`src/rtl/rvc_asap_5pl_vga_raster_pkg.sv`:
```
// Shared VGA timing constants and address helper for the raster block.
// The 640x480 frame is a 1-bit-per-pixel bitmap packed as 8 pixels x 4 lines per 32-bit word.
package rvc_asap_pkg;

    localparam int CNT_W = 10;
    typedef logic [CNT_W-1:0] cnt_t;

    localparam int H_VISIBLE = 640;
    localparam int H_FP      = 16;
    localparam int H_SYNC    = 96;
    localparam int H_BP      = 48;
    localparam int H_TOTAL   = H_VISIBLE + H_FP + H_SYNC + H_BP;

    localparam int V_VISIBLE = 480;
    localparam int V_FP      = 10;
    localparam int V_SYNC    = 2;
    localparam int V_BP      = 33;
    localparam int V_TOTAL   = V_VISIBLE + V_FP + V_SYNC + V_BP;

    localparam logic [31:0] VGA_MEM_OFFSET = 32'h0000_3000;
    localparam logic [31:0] VGA_LINE_BYTES = 32'd320;

    // One word holds an 8x4 pixel tile, so a row of 80 tiles spans 4 scan lines.
    function automatic logic [31:0] vga_word_addr(input cnt_t h, input cnt_t v);
        return VGA_MEM_OFFSET + 32'(v >> 2) * VGA_LINE_BYTES + 32'(h >> 3) * 32'd4;
    endfunction

endpackage

```
`src/rtl/rvc_asap_5pl_vga_raster_if.sv`:
```
// Pixel-memory read port and video outputs of the raster block.
// Read timing: VgaRdAddr is held for a whole pixel period and VgaRdData must return the
// addressed word one Clock after the address is sampled; there is no valid/ready pairing.
interface rvc_asap_5pl_vga_raster_if;
    logic [31:0] VgaRdAddr;
    logic [31:0] VgaRdData;
    logic [3:0]  RED;
    logic [3:0]  GREEN;
    logic [3:0]  BLUE;
    logic        h_sync;
    logic        v_sync;
    logic        FrameStart;

    modport master (
        output VgaRdAddr, RED, GREEN, BLUE, h_sync, v_sync, FrameStart,
        input  VgaRdData
    );

    modport slave (
        input  VgaRdAddr, RED, GREEN, BLUE, h_sync, v_sync, FrameStart,
        output VgaRdData
    );
endinterface

```
`src/rtl/rvc_asap_5pl_vga_sync.sv`:
```
// Pixel-rate enable, horizontal/vertical counters, visible flag and raw (undelayed) syncs.
module rvc_asap_5pl_vga_sync
    import rvc_asap_pkg::*;
#(
    parameter int VIS_LINES   = V_VISIBLE,
    parameter int VFP_LINES   = V_FP,
    parameter int VSYNC_LINES = V_SYNC,
    parameter int VBP_LINES   = V_BP
) (
    input  logic Clock,
    input  logic Rst,
    output logic pixel_en,
    output cnt_t h_cnt,
    output cnt_t v_cnt,
    output logic visible,
    output logic h_sync_raw,
    output logic v_sync_raw,
    output logic frame_wrap
);

    localparam cnt_t H_LAST   = cnt_t'(H_TOTAL - 1);
    localparam cnt_t H_VIS    = cnt_t'(H_VISIBLE);
    localparam cnt_t HS_FIRST = cnt_t'(H_VISIBLE + H_FP);
    localparam cnt_t HS_LAST  = cnt_t'(H_VISIBLE + H_FP + H_SYNC - 1);
    localparam cnt_t V_LAST   = cnt_t'(VIS_LINES + VFP_LINES + VSYNC_LINES + VBP_LINES - 1);
    localparam cnt_t V_VIS    = cnt_t'(VIS_LINES);
    localparam cnt_t VS_FIRST = cnt_t'(VIS_LINES + VFP_LINES);
    localparam cnt_t VS_LAST  = cnt_t'(VIS_LINES + VFP_LINES + VSYNC_LINES - 1);

    logic h_last;
    logic v_last;

    assign h_last = (h_cnt == H_LAST);
    assign v_last = (v_cnt == V_LAST);

    // Counters move on the second Clock of each pixel period, giving a 25 MHz pixel rate.
    always_ff @(posedge Clock or posedge Rst) begin
        if (Rst) begin
            pixel_en <= 1'b0;
            h_cnt    <= '0;
            v_cnt    <= '0;
        end else begin
            pixel_en <= ~pixel_en;
            if (pixel_en) begin
                if (h_last) begin
                    h_cnt <= '0;
                    v_cnt <= v_last ? '0 : v_cnt + 1'b1;
                end else begin
                    h_cnt <= h_cnt + 1'b1;
                end
            end
        end
    end

    assign visible    = (h_cnt < H_VIS) && (v_cnt < V_VIS);
    assign h_sync_raw = !((h_cnt >= HS_FIRST) && (h_cnt <= HS_LAST));
    assign v_sync_raw = !((v_cnt >= VS_FIRST) && (v_cnt <= VS_LAST));
    assign frame_wrap = pixel_en && h_last && v_last;

endmodule

```
`src/rtl/rvc_asap_5pl_vga_raster.sv`:
```
// VGA raster top: generates bitmap read addresses and registers colour/sync one pixel later.
module rvc_asap_5pl_vga_raster
    import rvc_asap_pkg::*;
#(
    parameter int VIS_LINES   = V_VISIBLE,
    parameter int VFP_LINES   = V_FP,
    parameter int VSYNC_LINES = V_SYNC,
    parameter int VBP_LINES   = V_BP
) (
    input  logic                          Clock,
    input  logic                          Rst,
    rvc_asap_5pl_vga_raster_if.master     vga
);

    logic        pixel_en;
    cnt_t        h_cnt;
    cnt_t        v_cnt;
    logic        visible;
    logic        h_sync_raw;
    logic        v_sync_raw;
    logic        frame_wrap;
    logic [31:0] rd_addr;
    logic        pix;
    logic [3:0]  rgb_q;
    logic        hs_q;
    logic        vs_q;
    logic        fs_q;

    rvc_asap_5pl_vga_sync #(
        .VIS_LINES   (VIS_LINES),
        .VFP_LINES   (VFP_LINES),
        .VSYNC_LINES (VSYNC_LINES),
        .VBP_LINES   (VBP_LINES)
    ) u_sync (
        .Clock      (Clock),
        .Rst        (Rst),
        .pixel_en   (pixel_en),
        .h_cnt      (h_cnt),
        .v_cnt      (v_cnt),
        .visible    (visible),
        .h_sync_raw (h_sync_raw),
        .v_sync_raw (v_sync_raw),
        .frame_wrap (frame_wrap)
    );

    // Blanked pixels park the address on the bitmap base so memory sees a stable request.
    always_comb begin
        rd_addr = VGA_MEM_OFFSET;
        if (visible) begin
            rd_addr = vga_word_addr(h_cnt, v_cnt);
        end
    end

    assign pix = vga.VgaRdData[{v_cnt[1:0], h_cnt[2:0]}];

    always_ff @(posedge Clock or posedge Rst) begin
        if (Rst) begin
            rgb_q <= 4'h0;
            hs_q  <= 1'b1;
            vs_q  <= 1'b1;
            fs_q  <= 1'b0;
        end else begin
            fs_q <= frame_wrap;
            if (pixel_en) begin
                rgb_q <= (visible && pix) ? 4'hF : 4'h0;
                hs_q  <= h_sync_raw;
                vs_q  <= v_sync_raw;
            end
        end
    end

    assign vga.VgaRdAddr  = rd_addr;
    assign vga.RED        = rgb_q;
    assign vga.GREEN      = rgb_q;
    assign vga.BLUE       = rgb_q;
    assign vga.h_sync     = hs_q;
    assign vga.v_sync     = vs_q;
    assign vga.FrameStart = fs_q;

endmodule

```
`src/flat_wrapper.sv`:
```
// flat-port wrapper written by rule: the top's interface ports become plain ports
module rvc_asap_5pl_vga_raster_flat import rvc_asap_pkg::*;
#(
    parameter int VIS_LINES   = V_VISIBLE,
    parameter int VFP_LINES   = V_FP,
    parameter int VSYNC_LINES = V_SYNC,
    parameter int VBP_LINES   = V_BP
)
  (Clock, Rst, vga_VgaRdAddr, vga_RED, vga_GREEN, vga_BLUE, vga_h_sync, vga_v_sync, vga_FrameStart, vga_VgaRdData);
  rvc_asap_5pl_vga_raster_if vga_i ();
  input  logic Clock;
  input  logic Rst;
  output wire logic [$bits(vga_i.VgaRdAddr)-1:0] vga_VgaRdAddr;
  output wire logic [$bits(vga_i.RED)-1:0] vga_RED;
  output wire logic [$bits(vga_i.GREEN)-1:0] vga_GREEN;
  output wire logic [$bits(vga_i.BLUE)-1:0] vga_BLUE;
  output wire logic [$bits(vga_i.h_sync)-1:0] vga_h_sync;
  output wire logic [$bits(vga_i.v_sync)-1:0] vga_v_sync;
  output wire logic [$bits(vga_i.FrameStart)-1:0] vga_FrameStart;
  input wire logic [$bits(vga_i.VgaRdData)-1:0] vga_VgaRdData;
  assign vga_VgaRdAddr = vga_i.VgaRdAddr;
  assign vga_RED = vga_i.RED;
  assign vga_GREEN = vga_i.GREEN;
  assign vga_BLUE = vga_i.BLUE;
  assign vga_h_sync = vga_i.h_sync;
  assign vga_v_sync = vga_i.v_sync;
  assign vga_FrameStart = vga_i.FrameStart;
  assign vga_i.VgaRdData = vga_VgaRdData;
  rvc_asap_5pl_vga_raster #(.VIS_LINES(VIS_LINES), .VFP_LINES(VFP_LINES), .VSYNC_LINES(VSYNC_LINES), .VBP_LINES(VBP_LINES)) u_core (.Clock(Clock), .Rst(Rst), .vga(vga_i));
endmodule
```
`config.mk`:
```
export PLATFORM = sky130hd
export DESIGN_NAME = rvc_asap_5pl_vga_raster_flat
export DESIGN_NICKNAME = d
export VERILOG_FILES = /design/src/rtl/rvc_asap_5pl_vga_raster_pkg.sv /design/src/rtl/rvc_asap_5pl_vga_raster_if.sv /design/src/rtl/rvc_asap_5pl_vga_sync.sv /design/src/rtl/rvc_asap_5pl_vga_raster.sv /design/src/flat_wrapper.sv
export SDC_FILE = /design/constraint.sdc
export NUM_CORES = 1
export LEC_CHECK = 0
export ABC_AREA = 1
export CAP_MARGIN = 20
export CORE_ASPECT_RATIO = 1.25
export CORE_MARGIN = 5
export CORE_UTILIZATION = 51
export DETAILED_ROUTE_END_ITERATION = 7
export HOLD_SLACK_MARGIN = 0.06
export PLACE_DENSITY = 0.94
export SYNTH_ARGS = -nofsm -noshare
export SYNTH_HDL_FRONTEND = slang
export SYNTH_SLANG_ARGS = --single-unit
```
`constraint.sdc`:
```
create_clock -name Clock -period 6.17 [get_ports Clock]
set_input_delay 1.234 -clock Clock [delete_from_list [all_inputs] [get_ports Clock]]
set_output_delay 1.234 -clock Clock [all_outputs]
set_load 0.005 [all_outputs]
```
==> impl_metrics.py, run 1 <==
metrics = {
    "placement": {
        "gp_congestion": 0.954,
        "dpl-instance-area_sq_mm": 0.00308,
        "hpwl_mm": 5.31,
        "io_buffers": 63,
        "place_inst": 485,
    },
    "final_layout": {
        "fin_cells": 489,
        "fill_cells": 417,
        "drive_above_1_share_pct": 5.13,
        "area_growth_pct": 22.0,
        "insertedDiodeCount": 0,
        "final_cell_area_sq_mm": 0.00312,
        "final_nets": 485,
        "fin_util_pct": 65.1,
        "regArea_sq_um": 628,
        "multi_input_area_sq_mm": 0.00157,
    },
    "logic_synthesis": {
        "synth_area_sq_mm": 0.00256,
        "yosysWarningCount": 0,
        "synth_xor_area_share_pct": 3.76,
        "synthSimpleGateAreaFrac_pct": 35.1,
        "synth_seq_area_share_pct": 24.5,
        "synth_cell_type_count": 34,
        "synth_mux_area_share_pct": 0,
        "synth-seq-cells": 25,
        "synthCells": 380,
        "synth_fa_ha_area_share_pct": 10.8,
        "synth_compound_area_share_pct": 9.04,
        "synth.avg_cell_area_sq_um": 6.74,
        "synth_top_family_by_area": "simple AND/OR/NAND/NOR gates",
    },
    "timing": {
        "worstMarginPinSlew_ns": 0.938,
        "fmax_ghz": 0.230,
        "slew_viol_final": 0,
        "hold_viol": 0,
        "fin_skew_ns": 0.00205,
        "fin_hold_ws_ns": 0.527,
        "fin_crit_sh_pct": 70.5,
        "rsz0062_at_grt": "false",
        "fin_crit_ns": 4.35,
        "setup_viol": 0,
        "maxSlewHeadroom_pct": 37.4,
        "tns_ns": 0,
    },
    "clock_tree": {
        "postCtsResizedCells": 0,
        "insertion_delay_ns": 0.27,
        "clockBufferDepth": 2,
        "holdBufCountCts": 0,
        "cts_tree": "done",
        "cts_sinks": 25,
        "htree_num_levels": 1,
        "cts.reportedPaths.clkPinSlew_ns": 0.09,
        "numCtsBuffers": 3,
        "cts_setup_buffers": 0,
        "clock-root-buffer": "clkbuf_8",
    },
    "worst_setup_path": {
        "r2r-start": "u_core.u_sync.h_cnt[0]",
        "startpoint_type": "register",
        "r2r_end": "u_core.u_sync.v_cnt[7]",
        "arrival_ns": 3.12,
        "crit_required_ns": 4.94,
        "setup.worst_path.class": "reg2out",
        "r2r_cells": 6,
        "ff2ff_setup_slack_ns": 3.91,
        "path_max_fanout": 8,
        "worst_setup_path_end_kind": "output pin",
    },
    "grt": {
        "antenna_found_initial": 0,
        "grt_max_degree": 26,
        "grt_usage_pct": 20.6,
        "grt_pass1_wl_mm": 10.9,
        "overflow": 0,
        "grt_pass1_vias": 2439,
    },
    "floorplan": {
        "core_area_sq_mm": 0.00480,
        "fp.dieArea_sq_mm": 0.00655,
        "start_util_pct": 53.4,
        "die_x_um": 73.4,
        "dieHeight_um": 89.2,
        "rows": 28,
        "io_pins": 81,
    },
    "pwr": {
        "ir_drop_v": 0.0000797,
        "p_leak_uw": 0.00152,
        "power_density_mw_per_mm2": 97.1,
    },
    "worst_hold_path": {
        "worstHoldEndpoint": "u_core.vga.h_sync",
        "hp-start": "u_core.vga.h_sync",
        "holdPathStages": 2,
        "hold_class": "reg2reg",
    },
    "route": {
        "first_iter_violations": 166,
        "routed_wl_mm": 6.80,
        "drc_errors": 0,
        "dr_total_vias": 2652,
        "drt_first_pass_iters": 5,
        "wl_per_cell_um": 13.9,
        "viasPerCell": 5.42,
        "postRouteAntennaNets": 0,
    },
    "status": {
        "status": "finished clean",
    },
    "flow_run": {
        "cap_violations": 0,
    },
}
-- critical path: stages, from the launching register on --
cell and delay, ns:
dfrtp_1 0.49, ha_1 0.34, ha_1 0.25, fa_1 0.43
xor2_1 0.27, nand3_1 0.19, nand3_1 0.15, nand3_1 0.09
a21oi_1 0.12, clkdlybuf4s50_1 0.53
-- layout make-up --
cell class,count,area share (%)
clock inverter,1,0.160
sequential,25,20.1
clock buffer,3,1.32
multi-input combinational,291,50.2
timing repair buffer,63,20.2
inverter,46,5.61
tap,60,2.40
-- sequential cells by signal, summed over array words and instances (netlist names) --
register and count:
u_core.u_sync.h_cnt 10, u_core.u_sync.pixel_en 1, u_core.u_sync.v_cnt 10, u_core.vga.BLUE 1, u_core.vga.FrameStart 1, u_core.vga.h_sync 1
u_core.vga.v_sync 1
-- layout by cell type, fill, tap and decap left out, types with 2 or more instances in the layout --
master and instances:
clkbuf_8 3, a31oi_1 4, inv_1 41, nor2_1 38
ha_1 19, o21ai_1 4, o21ai_0 20, dfstp_2 2
dfrtp_1 23, nand4_1 8, nand3b_1 3, nand2_1 95
xnor2_1 3, nor3_2 2, a21oi_1 14, fa_1 2
conb_1 17, xor2_1 8, nand3_1 30, nor2_2 4
inv_2 3, nor3b_2 2, clkdlybuf4s50_1 63, nor3_1 11
-- worst max-delay path by stage --
stage / startpoint / end
final: u_core.u_sync.v_cnt[3] / vga_VgaRdAddr[16]
after global routing: u_core.u_sync.v_cnt[3] / vga_VgaRdAddr[16]
after CTS: u_core.u_sync.v_cnt[3] / vga_VgaRdAddr[16]
after detailed placement: u_core.u_sync.v_cnt[3] / vga_VgaRdAddr[16]
after global placement: u_core.u_sync.v_cnt[3] / vga_VgaRdAddr[15]
after floorplan: u_core.u_sync.v_cnt[3] / vga_VgaRdAddr[15]
-- where the power goes --
group	leakage (uW)	total (uW)	switching (uW)	internal, uW
Sequential	0.000326	165	1.06	164
Clock	0.0000255	98.9	53.7	45.3
Combinational	0.00117	39.4	12.9	26.4
Total	0.00152	303	67.7	236
-- through the flow --
| stage | total power (uW) | setup slack [ns] |
|---|---|---|
| 6_report | 303 | 1.82 |
| 5_1_grt | 314 | 1.63 |
| 4_1_cts | 304 | 1.84 |
| 3_5_place_dp | 208 | 2.14 |
| 3_3_place_gp | 207 | 2.23 |
| 2_1_floorplan | 190 | 2.78 |
-- per-layer routing --
layer  vias to the layer above  part of all wire [%]  GRT usage [%]
li1                       1284                     -              -
met1                      1185                    39           24.4
met2                       167                    50           37.9
met3                        16                   9.8           2.92
met4                         0                   1.8           6.92
met5                         -                     0              0
-- Yosys cell counts --
cell type  instances  area share, %
a21oi_1           14            2.7
a31oi_1            4           0.98
and3_2             1           0.29
buf_2              4           0.78
buf_4             29            8.5
buf_6              1           0.44
clkinv_1           1           0.15
conb_1             1           0.15
dfrtp_1           23             22
dfstp_2            2            2.1
fa_1               2            1.6
ha_1              19            9.3
inv_1             41            6.0
inv_2              3           0.44
inv_4              1           0.24
nand2_1           95             14
nand2_2            1           0.24
nand3_1           30            5.9
nand3_2            1           0.39
nand3b_1           3           0.88
nand4_1            8            2.0
nor2_1            38            5.6
nor2_2             4           0.98
nor3_1            11            2.1
nor3_2             2           0.78
nor3b_1            1           0.29
nor3b_2            2           0.98
nor4_4             1           0.83
o2111ai_1          1           0.34
o211ai_1           1           0.29
o21ai_0           20            3.9
o21ai_1            4           0.78
xnor2_1            3            1.0
xor2_1             8            2.7
-- cells by family after synthesis --
family,Yosys count
AND/OR/NAND/NOR,198
AO/OA/AOI/OAI,44
buffers and inverters,80
XOR/XNOR,11
flip-flops,25
adder cells (fa/ha/maj),21
other,1
No activity file was read; power rests on OpenSTA's default activity.
==> inputs of run 2 (changes only) <==
- CORE_UTILIZATION: 51 -> 43
- PLACE_DENSITY: 0.94 -> 0.85
- clock period: 6.17 -> 3.9 ns (I/O delays scaled with it)
==> run 2 against run 1 <==
Net effect: via count down 2.4%; die area up 16%; cell area rose by 1.9%; hold slack worse by 0.027 ns; largest power group unchanged; power rose by 60%; clock power up 64%; final cell count up 2.0%.
==> impl_metrics.py, run 2 (synthesis gave the netlist of run 1 again) <==
metrics = {
    "clock_tree": {
        "insertion_delay_ns": 0.28,
        "clock-root-buffer": "clkbuf_8",
        "holdBufCountCts": 0,
        "cts.reportedPaths.clkPinSlew_ns": 0.10,
        "cts_tree": "done",
        "clockBufferDepth": 2,
        "htree_num_levels": 1,
        "cts_sinks": 25,
        "numCtsBuffers": 3,
    },
    "final_layout": {
        "final_cell_mix": "nand2_1 (95), clkdlybuf4s50_1 (61), inv_1 (41)",
        "final_nets": 489,
        "insertedDiodeCount": 0,
        "area_growth_pct": 24.3,
        "final_cell_area_sq_mm": 0.00318,
        "largestRegisters": "u_core.u_sync.h_cnt (10), u_core.u_sync.v_cnt (10)",
        "fill_cells": 541,
        "layout_commonest_cell": "nand2_1",
        "fin_cells": 499,
        "drive_above_1_share_pct": 7.16,
    },
    "grt": {
        "overflow": 0,
        "grt_pass1_vias": 2402,
        "grt_max_degree": 26,
        "grt_pass1_wl_mm": 10.4,
        "grt_usage_pct": 16.7,
        "antenna_found_initial": 0,
    },
    "timing": {
        "fin_hold_ws_ns": 0.500,
        "maxSlewHeadroom_pct": 37.2,
        "fin_crit_sh_pct": 95.1,
        "worstMarginPinSlew_ns": 0.940,
        "slew_viol_final": 0,
        "fin_crit_ns": 3.71,
        "fin_skew_ns": 0.0179,
        "rsz0062_at_grt": "false",
        "setup_viol": 0,
        "fmax_ghz": 0.270,
        "hold_viol": 0,
        "tns_ns": 0,
    },
    "worst_hold_path": {
        "hold_class": "reg2reg",
    },
    "pwr": {
        "p_switching_uw": 111,
        "p_sw_share_pct": 22.9,
        "p_clk_share_pct": 33.4,
        "internal_power_uw": 374,
        "ir_drop_v": 0.000115,
        "p_leak_uw": 0.00155,
        "power_frac_comb_pct": 12.8,
        "share_seq_of_total_power_pct": 53.8,
        "power_density_mw_per_mm2": 152,
    },
    "floorplan": {
        "start_util_pct": 44.3,
        "rows": 31,
        "die_x_um": 79.0,
        "dieHeight_um": 96.3,
        "core_area_sq_mm": 0.00578,
        "fp.dieArea_sq_mm": 0.00761,
        "io_pins": 81,
    },
    "placement": {
        "place_inst": 491,
        "gp_congestion": 0.870,
        "io_buffers": 63,
        "hpwl_mm": 5.12,
        "dpl-instance-area_sq_mm": 0.00309,
    },
    "worst_setup_path": {
        "startpoint_type": "register",
        "crit_required_ns": 3.12,
        "arrival_ns": 2.93,
        "path_max_fanout": 5,
        "setup.worst_path.class": "reg2out",
        "worst_setup_path_end_kind": "output pin",
    },
    "route": {
        "dr_total_vias": 2589,
        "routed_wl_mm": 6.46,
        "viasPerCell": 5.19,
        "first_iter_violations": 102,
        "drt_first_pass_iters": 4,
        "postRouteAntennaNets": 0,
        "wl_per_cell_um": 12.9,
        "drc_errors": 0,
    },
    "flow_run": {
        "cap_violations": 0,
    },
    "status": {
        "status": "finished clean",
    },
}
[run 2: cell types whose count changed in the layout (fill, tap and decap cells not counted), sizes merged]
cell	previous run	this run
buf	0	4
clkdlybuf4s50	63	61
clkinv	2	1
clkinvlp	0	1
dlymetal6s2s	0	2
[run 2: critical path, cell delays in order (launching register included)]
cell and delay [ns]:
dfrtp_2 0.45, ha_1 0.31, ha_2 0.22, fa_2 0.43, xor2_2 0.22, nand3_1 0.14
nand3_1 0.15, nand3_1 0.08, a21oi_1 0.12, clkdlybuf4s50_1 0.52
[run 2: worst paths after layout]
path | slack, ns | depth (start not counted) | end | start
setup / recovery | 0.19 | 9 | vga_VgaRdAddr[16] | u_core.u_sync.v_cnt[3]
hold / removal | 0.50 | 2 | u_core.vga.h_sync | u_core.vga.h_sync
setup reg to reg | 1.64 | 6 | u_core.u_sync.v_cnt[7] | u_core.u_sync.h_cnt[0]
hold reg to reg | 0.50 | 2 | u_core.vga.h_sync | u_core.vga.h_sync
max in group asynchronous | 2.25 | 2 | u_core.u_sync.v_cnt[5] | Rst
min in group asynchronous | 1.00 | 2 | u_core.u_sync.h_cnt[4] | Rst
[run 2: what timing repair did]
item / in CTS / in global routing
resized for setup: 1 / 6
pin swaps: 0 / 2
endpoints found under the setup margin: 1 / 4
setup buffers: 0 / 4
endpoints found under the hold margin: 0 / 0
[run 2: metal layers]
metal	track usage (%)	share of wire, %	up-vias
met2	30.5	49	112
met5	0	0	-
met1	19.0	41	1169
met3	3.37	8.1	15
met4	6.59	2.3	0
li1	-	-	1293
[run 2: cell type report]
type | instances | area, sq um | share of cell area [%]
clock buffer | 3 | 41.3 | 1.30
clock inverter | 1 | 7.51 | 0.236
multi-input combinational | 291 | 1580 | 49.7
tap | 66 | 82.6 | 2.59
inverter | 46 | 175 | 5.50
sequential | 25 | 631 | 19.8
timing repair buffer | 67 | 666 | 20.9
[run 2: power by group through the flow]
stage | logic (uW) | clock network (uW) | registers (uW)
6_report | 62.2 | 162 | 261
4_1_cts | 62.5 | 163 | 261
3_3_place_gp | 61.5 | 0 | 266
3_5_place_dp | 62.3 | 0 | 266
2_1_floorplan | 34.8 | 0 | 266
5_1_grt | 68.1 | 170 | 262
[run 2: per-stage QoR]
stage | util [%] | total power [uW] | setup slack, ns
after floorplan | - | 301 | 0.966
after global routing | 55.1 | 500 | 0.0574
after global placement | 53.4 | 328 | 0.401
after CTS | 54.3 | 487 | 0.0136
after detailed placement | 53.4 | 329 | 0.299
final | 55.1 | 485 | 0.192
==> inputs of run 3 (changes only) <==
==> constraint.sdc (replaced) <==
create_clock -name Clock -period 3.9 [get_ports Clock]
set_input_delay 0.78 -clock Clock [delete_from_list [all_inputs] [get_ports Clock]]
set_output_delay 0.78 -clock Clock [all_outputs]
set_load 0.01 [all_outputs]
==> run 3 against run 2 <==
Net effect: via count down 2.2%; final cell count down 0.60%; sequential power about the same; clock power down 6%; combinational power up 10%; die area unchanged; critical path type unchanged; largest power group unchanged.
==> impl_metrics.py, run 3 (synthesis gave the netlist of run 1 again) <==
metrics = {
    "status": {
        "status": "finished clean",
    },
    "clock_tree": {
        "postCtsResizedCells": 0,
        "cts.reportedPaths.clkPinSlew_ns": 0.09,
        "clock-root-buffer": "clkbuf_8",
        "htree_num_levels": 1,
        "numCtsBuffers": 3,
        "insertion_delay_ns": 0.27,
        "cts_setup_buffers": 0,
        "clockBufferDepth": 2,
        "holdBufCountCts": 0,
        "cts_sinks": 25,
        "cts_tree": "done",
    },
    "grt": {
        "grt_pass1_wl_mm": 10.5,
        "grt_usage_pct": 16.6,
        "grt_max_degree": 26,
        "grt_pass1_vias": 2483,
        "antenna_found_initial": 0,
        "overflow": 0,
    },
    "final_layout": {
        "area_growth_pct": 23.3,
        "final_nets": 486,
        "drive_above_1_share_pct": 5.81,
        "insertedDiodeCount": 0,
        "regArea_sq_um": 629,
        "fill_cells": 565,
        "largestRegisters": "u_core.u_sync.h_cnt (10), u_core.u_sync.v_cnt (10)",
        "multi_input_area_sq_mm": 0.00158,
        "layout_commonest_cell": "nand2_1",
        "final_cell_mix": "nand2_1 (95), clkdlybuf4s50_1 (60), inv_1 (41)",
    },
    "floorplan": {
        "core_area_sq_mm": 0.00578,
        "rows": 31,
        "start_util_pct": 44.3,
        "fp.dieArea_sq_mm": 0.00761,
        "io_pins": 81,
        "dieHeight_um": 96.3,
        "die_x_um": 79.0,
    },
    "worst_hold_path": {
        "hold_class": "reg2reg",
        "hp-start": "u_core.vga.h_sync",
        "worstHoldEndpoint": "u_core.vga.h_sync",
        "holdPathStages": 2,
    },
    "route": {
        "first_iter_violations": 119,
        "dr_total_vias": 2532,
        "routed_wl_mm": 6.38,
        "drc_errors": 0,
        "viasPerCell": 5.10,
        "wl_per_cell_um": 12.9,
        "postRouteAntennaNets": 0,
        "drt_first_pass_iters": 4,
    },
    "timing": {
        "fin_skew_ns": 0.0118,
        "maxSlewHeadroom_pct": 38.7,
        "setup_viol": 0,
        "setup_ws_ns": 0.223,
        "tns_ns": 0,
        "rsz0062_at_grt": "false",
        "fin_crit_ns": 3.68,
        "slew_viol_final": 0,
        "worstMarginPinSlew_ns": 0.919,
        "fmax_ghz": 0.272,
        "hold_viol": 0,
        "fin_crit_sh_pct": 94.3,
    },
    "worst_setup_path": {
        "startpoint_type": "register",
        "r2r-start": "u_core.u_sync.h_cnt[0]",
        "r2r_end": "u_core.u_sync.v_cnt[5]",
        "r2r_cells": 6,
        "ff2ff_setup_slack_ns": 1.60,
        "path_max_fanout": 7,
        "setup.worst_path.class": "reg2out",
        "crit_required_ns": 3.12,
        "worst_setup_path_end_kind": "output pin",
        "arrival_ns": 2.90,
    },
    "placement": {
        "io_buffers": 63,
        "gp_congestion": 0.881,
        "hpwl_mm": 5.10,
        "place_ws_ns": 0.315,
    },
    "pwr": {
        "ir_drop_v": 0.000148,
        "p_leak_uw": 0.00156,
        "power_density_mw_per_mm2": 153,
    },
    "flow_run": {
        "cap_violations": 0,
    },
}
## run 3: cell type report
cell class / count / area share (%)
multi-input cells: 291 / 50.0
repair buffers: 64 / 20.5
flip-flops and latches: 25 / 19.9
inverters: 46 / 5.55
well taps: 66 / 2.62
clock buffers: 4 / 1.43
## run 3: how the worst max path moves through the flow
| stage | start | slack, ns | depth (start not counted) | to |
|---|---|---|---|---|
| after detailed placement | u_core.u_sync.v_cnt[5] | 0.31 | 12 | vga_VgaRdAddr[15] |
| after global placement | u_core.u_sync.v_cnt[5] | 0.41 | 12 | vga_VgaRdAddr[15] |
| after CTS | u_core.u_sync.v_cnt[5] | 0.03 | 12 | vga_VgaRdAddr[15] |
| after global routing | u_core.u_sync.v_cnt[5] | 0.03 | 9 | vga_VgaRdAddr[16] |
| final | u_core.u_sync.v_cnt[5] | 0.22 | 9 | vga_VgaRdAddr[16] |
| after floorplan | u_core.u_sync.v_cnt[3] | 0.90 | 11 | vga_VgaRdAddr[15] |
## run 3: through the flow
| stage | hold WS [ns] | total power, uW | instance area (sq um) | utilization, % | std cells |
|---|---|---|---|---|---|
| finish | 0.505 | 483 | 3160 | 54.6 | 496 |
| global route | 0.509 | 499 | 3160 | 54.6 | 496 |
| floorplan | 0.476 | 307 | 2620 | - | 396 |
| global placement | 0.486 | 334 | 3090 | 53.5 | 492 |
| detailed placement | 0.491 | 335 | 3090 | 53.5 | 492 |
| CTS | 0.503 | 485 | 3140 | 54.3 | 496 |
## run 3: power breakdown
group	internal [uW]	switching [uW]
sequential	260	1.51
clock	73.1	80.0
combinational	42.0	26.5
total	375	108
## run 3: worst max-delay path, cell delays in order (launching register included)
cell and delay [ns]:
dfrtp_2 0.46, ha_1 0.29, ha_1 0.24, fa_2 0.38, xor2_2 0.20, nand3_1 0.14, nand3_1 0.15, nand3_1 0.09
a21oi_1 0.13, clkdlybuf4s50_1 0.56
## run 3: layer usage
layer	track usage [%]	share of wire, %
met5	0	0
met4	4.58	1.3
met3	2.62	7.6
met2	30.8	49
met1	19.7	42
==> edit: new RTL, config.mk and constraints of run 3 <==
Change the package constant `CNT_W` from 10 to 5.
--- a/src/rtl/rvc_asap_5pl_vga_raster_pkg.sv
+++ b/src/rtl/rvc_asap_5pl_vga_raster_pkg.sv
@@ -3,5 +3,5 @@
 package rvc_asap_pkg;
 
-    localparam int CNT_W = 10;
+    localparam int CNT_W = 5;
     typedef logic [CNT_W-1:0] cnt_t;
 
Behaviour: not the same (a bounded check fails within 4 cycles, from zero or initial values and one cycle with Rst high).
==> edit against run 3 <==
Worst hold slack got worse by 0.019 ns; design area decreased by 68%; area after synthesis decreased by 57%; cell count decreased by 65%; routed wire length decreased by 76%; sequential power decreased by 44%; register-to-register slack improved by 0.61 ns; total power decreased by 49%; sequential cell count decreased by 11; sequential share of layout area increased by 14 points; combinational power decreased by 66%; worst setup slack improved by 1.6 ns.
==> edit: results (changes against run 3) <==
synthesis:
  synthTopCellsByCount: "44 x buf_4, 13 x nand2_1, 12 x dfrtp_1, 12 x inv_1, 10 x nor2_1"
  async_flop_share: 1.00  # unchanged
  syn_inst: 135  # -64%
  yosysWarningCount: 0  # unchanged
  synth.yosys.seq_area_share: 0.319  # +0.0741
  synthFlopType: "dfrtp_1"
  synthTopCellsByArea: "buf_4 30%, dfrtp_1 27%, ha_1 7.9%, dfstp_2 4.8%, nand2_1 4.4%"
  ys_types: 22  # -35%
power_and_ir_drop:
  p_leak_nw: 0.544  # -65%
  ir_drop_mv: 0.105  # -29%
cells_and_area:
  reg_top3: "u_core.u_sync.h_cnt (5), u_core.u_sync.v_cnt (5)"
  n_antenna_cell: 0  # unchanged
  nNetsFinal: 182  # -63%
  drive_above_1_share: 0.101  # +0.0426
setup_path:
  crit_slowest_cell: "dfstp_2"
  slowest_delay_ns: 0.53  # -0.03 ns
  critPathMaxFanout: 2  # -5
  crit_family: "flip-flops"
  crit_path_start: "u_core.vga.h_sync"
  arrival_ns: 1.33  # -1.57 ns
sta:
  finClkSkew_ns: 0.00279  # -0.00901 ns
  maxSlewHeadroom: 0.652  # +0.265
grt:
  antenna_found_initial: 0  # unchanged
  grt_pass1_vias: 592  # -76%
  grt_max_degree: 15  # -42%
  track_usage: 0.0821  # -0.0840
  grt_util_met2: 0.142  # -0.166
  grtUsageMet1: 0.0881  # -0.109
  use_met3: 0.0271  # +0.000915
  grt_pass1_wl_mm: 2.38  # -77%
clock_network:
  clk_pin_slew_ns: 0.08
  worstSkewPairLatency_ns: 0.27  # about the same
  post-cts-setup-buffers: 0  # unchanged
  cts_buffers: 3  # unchanged
  post_cts_resized: 0  # unchanged
  cts_buffer_depth: 2  # unchanged
  root_buffer: "clkbuf_4"
placement:
  port_buffers: 4  # -94%
  dpl.hpwl_mm: 1.25  # -76%
  place_ws_ns: 2.08  # +1.76 ns
  place.gp.congestion: 0.751  # -15%
  dp_cells: 169  # -66%
  post_dp_cell_area_um2: 1000  # -68%
route:
  drt_pass1_iterations: 4  # unchanged
  routedWlPerCell_um: 8.96  # -30%
  drt-initial-drc-count: 26  # -78%
  viasPerCell: 4.00  # -22%
  vias: 688  # -73%
min_path:
  min_path_type: "reg -> reg"
  hold_start: "u_core.u_sync.h_cnt[4]"
outcome:
  status: "finished, final reports clean"
-- edit: cell count changes in the layout (fill, tap and decap cells not counted), sizes merged, moves of 12 or more --
cell and delta:
clkdlybuf4s50 -56, inv -28, ha -12, nor2 -30
o21ai -19, nand3 -25, conb +27, nand2 -82
-- edit: cell families (layout without fill, tap and decap cells) --
family,Yosys count,after routing,synth area share
adder cells (fa/ha/maj),7,7,0.0793
buffers and inverters,62,24,0.369
other,2,44,0.00680
XOR/XNOR,1,1,0.00793
AO/OA/AOI/OAI,10,10,0.0464
AND/OR/NAND/NOR,39,39,0.171
flip-flops,14,14,0.319
-- edit: power by group --
group / switching [mW] / total (mW) / internal [mW]
Combinational: 0.0224 / 0.0233 / 0.000933
Sequential: 0 / 0.145 / 0.145
Clock: 0.0416 / 0.0773 / 0.0357
-- edit: path summary, 6_finish.rpt --
| check | slack [ns] | depth (start not counted) | to |
|---|---|---|---|
| min in group asynchronous | 0.84 | 2 | u_core.u_sync.h_cnt[2] |
| worst max register to register | 2.21 | 9 | u_core.u_sync.v_cnt[2] |
| worst min-delay path | 0.49 | 1 | u_core.vga.h_sync |
| worst max-delay path | 1.79 | 1 | vga_h_sync |
| worst min register to register | 0.49 | 1 | u_core.vga.h_sync |
| max in group asynchronous | 2.69 | 2 | u_core.vga.v_sync |
-- edit: area by class of cell --
class,count,area [um2]
Clock buffer,3,22.5
Fill cell,257,1430
Sequential cell,14,353
Inverter,17,66.3
Timing Repair Buffer,4,40.0
Multi-Input combinational cell,101,502
Tap cell,33,41.3
-- edit: per-layer routing --
layer / up-vias / wire length (um)
li1: 336 / -
met1: 317 / 557
met2: 33 / 798
met3: 2 / 170
met4: 0 / 13
met5: - / 0
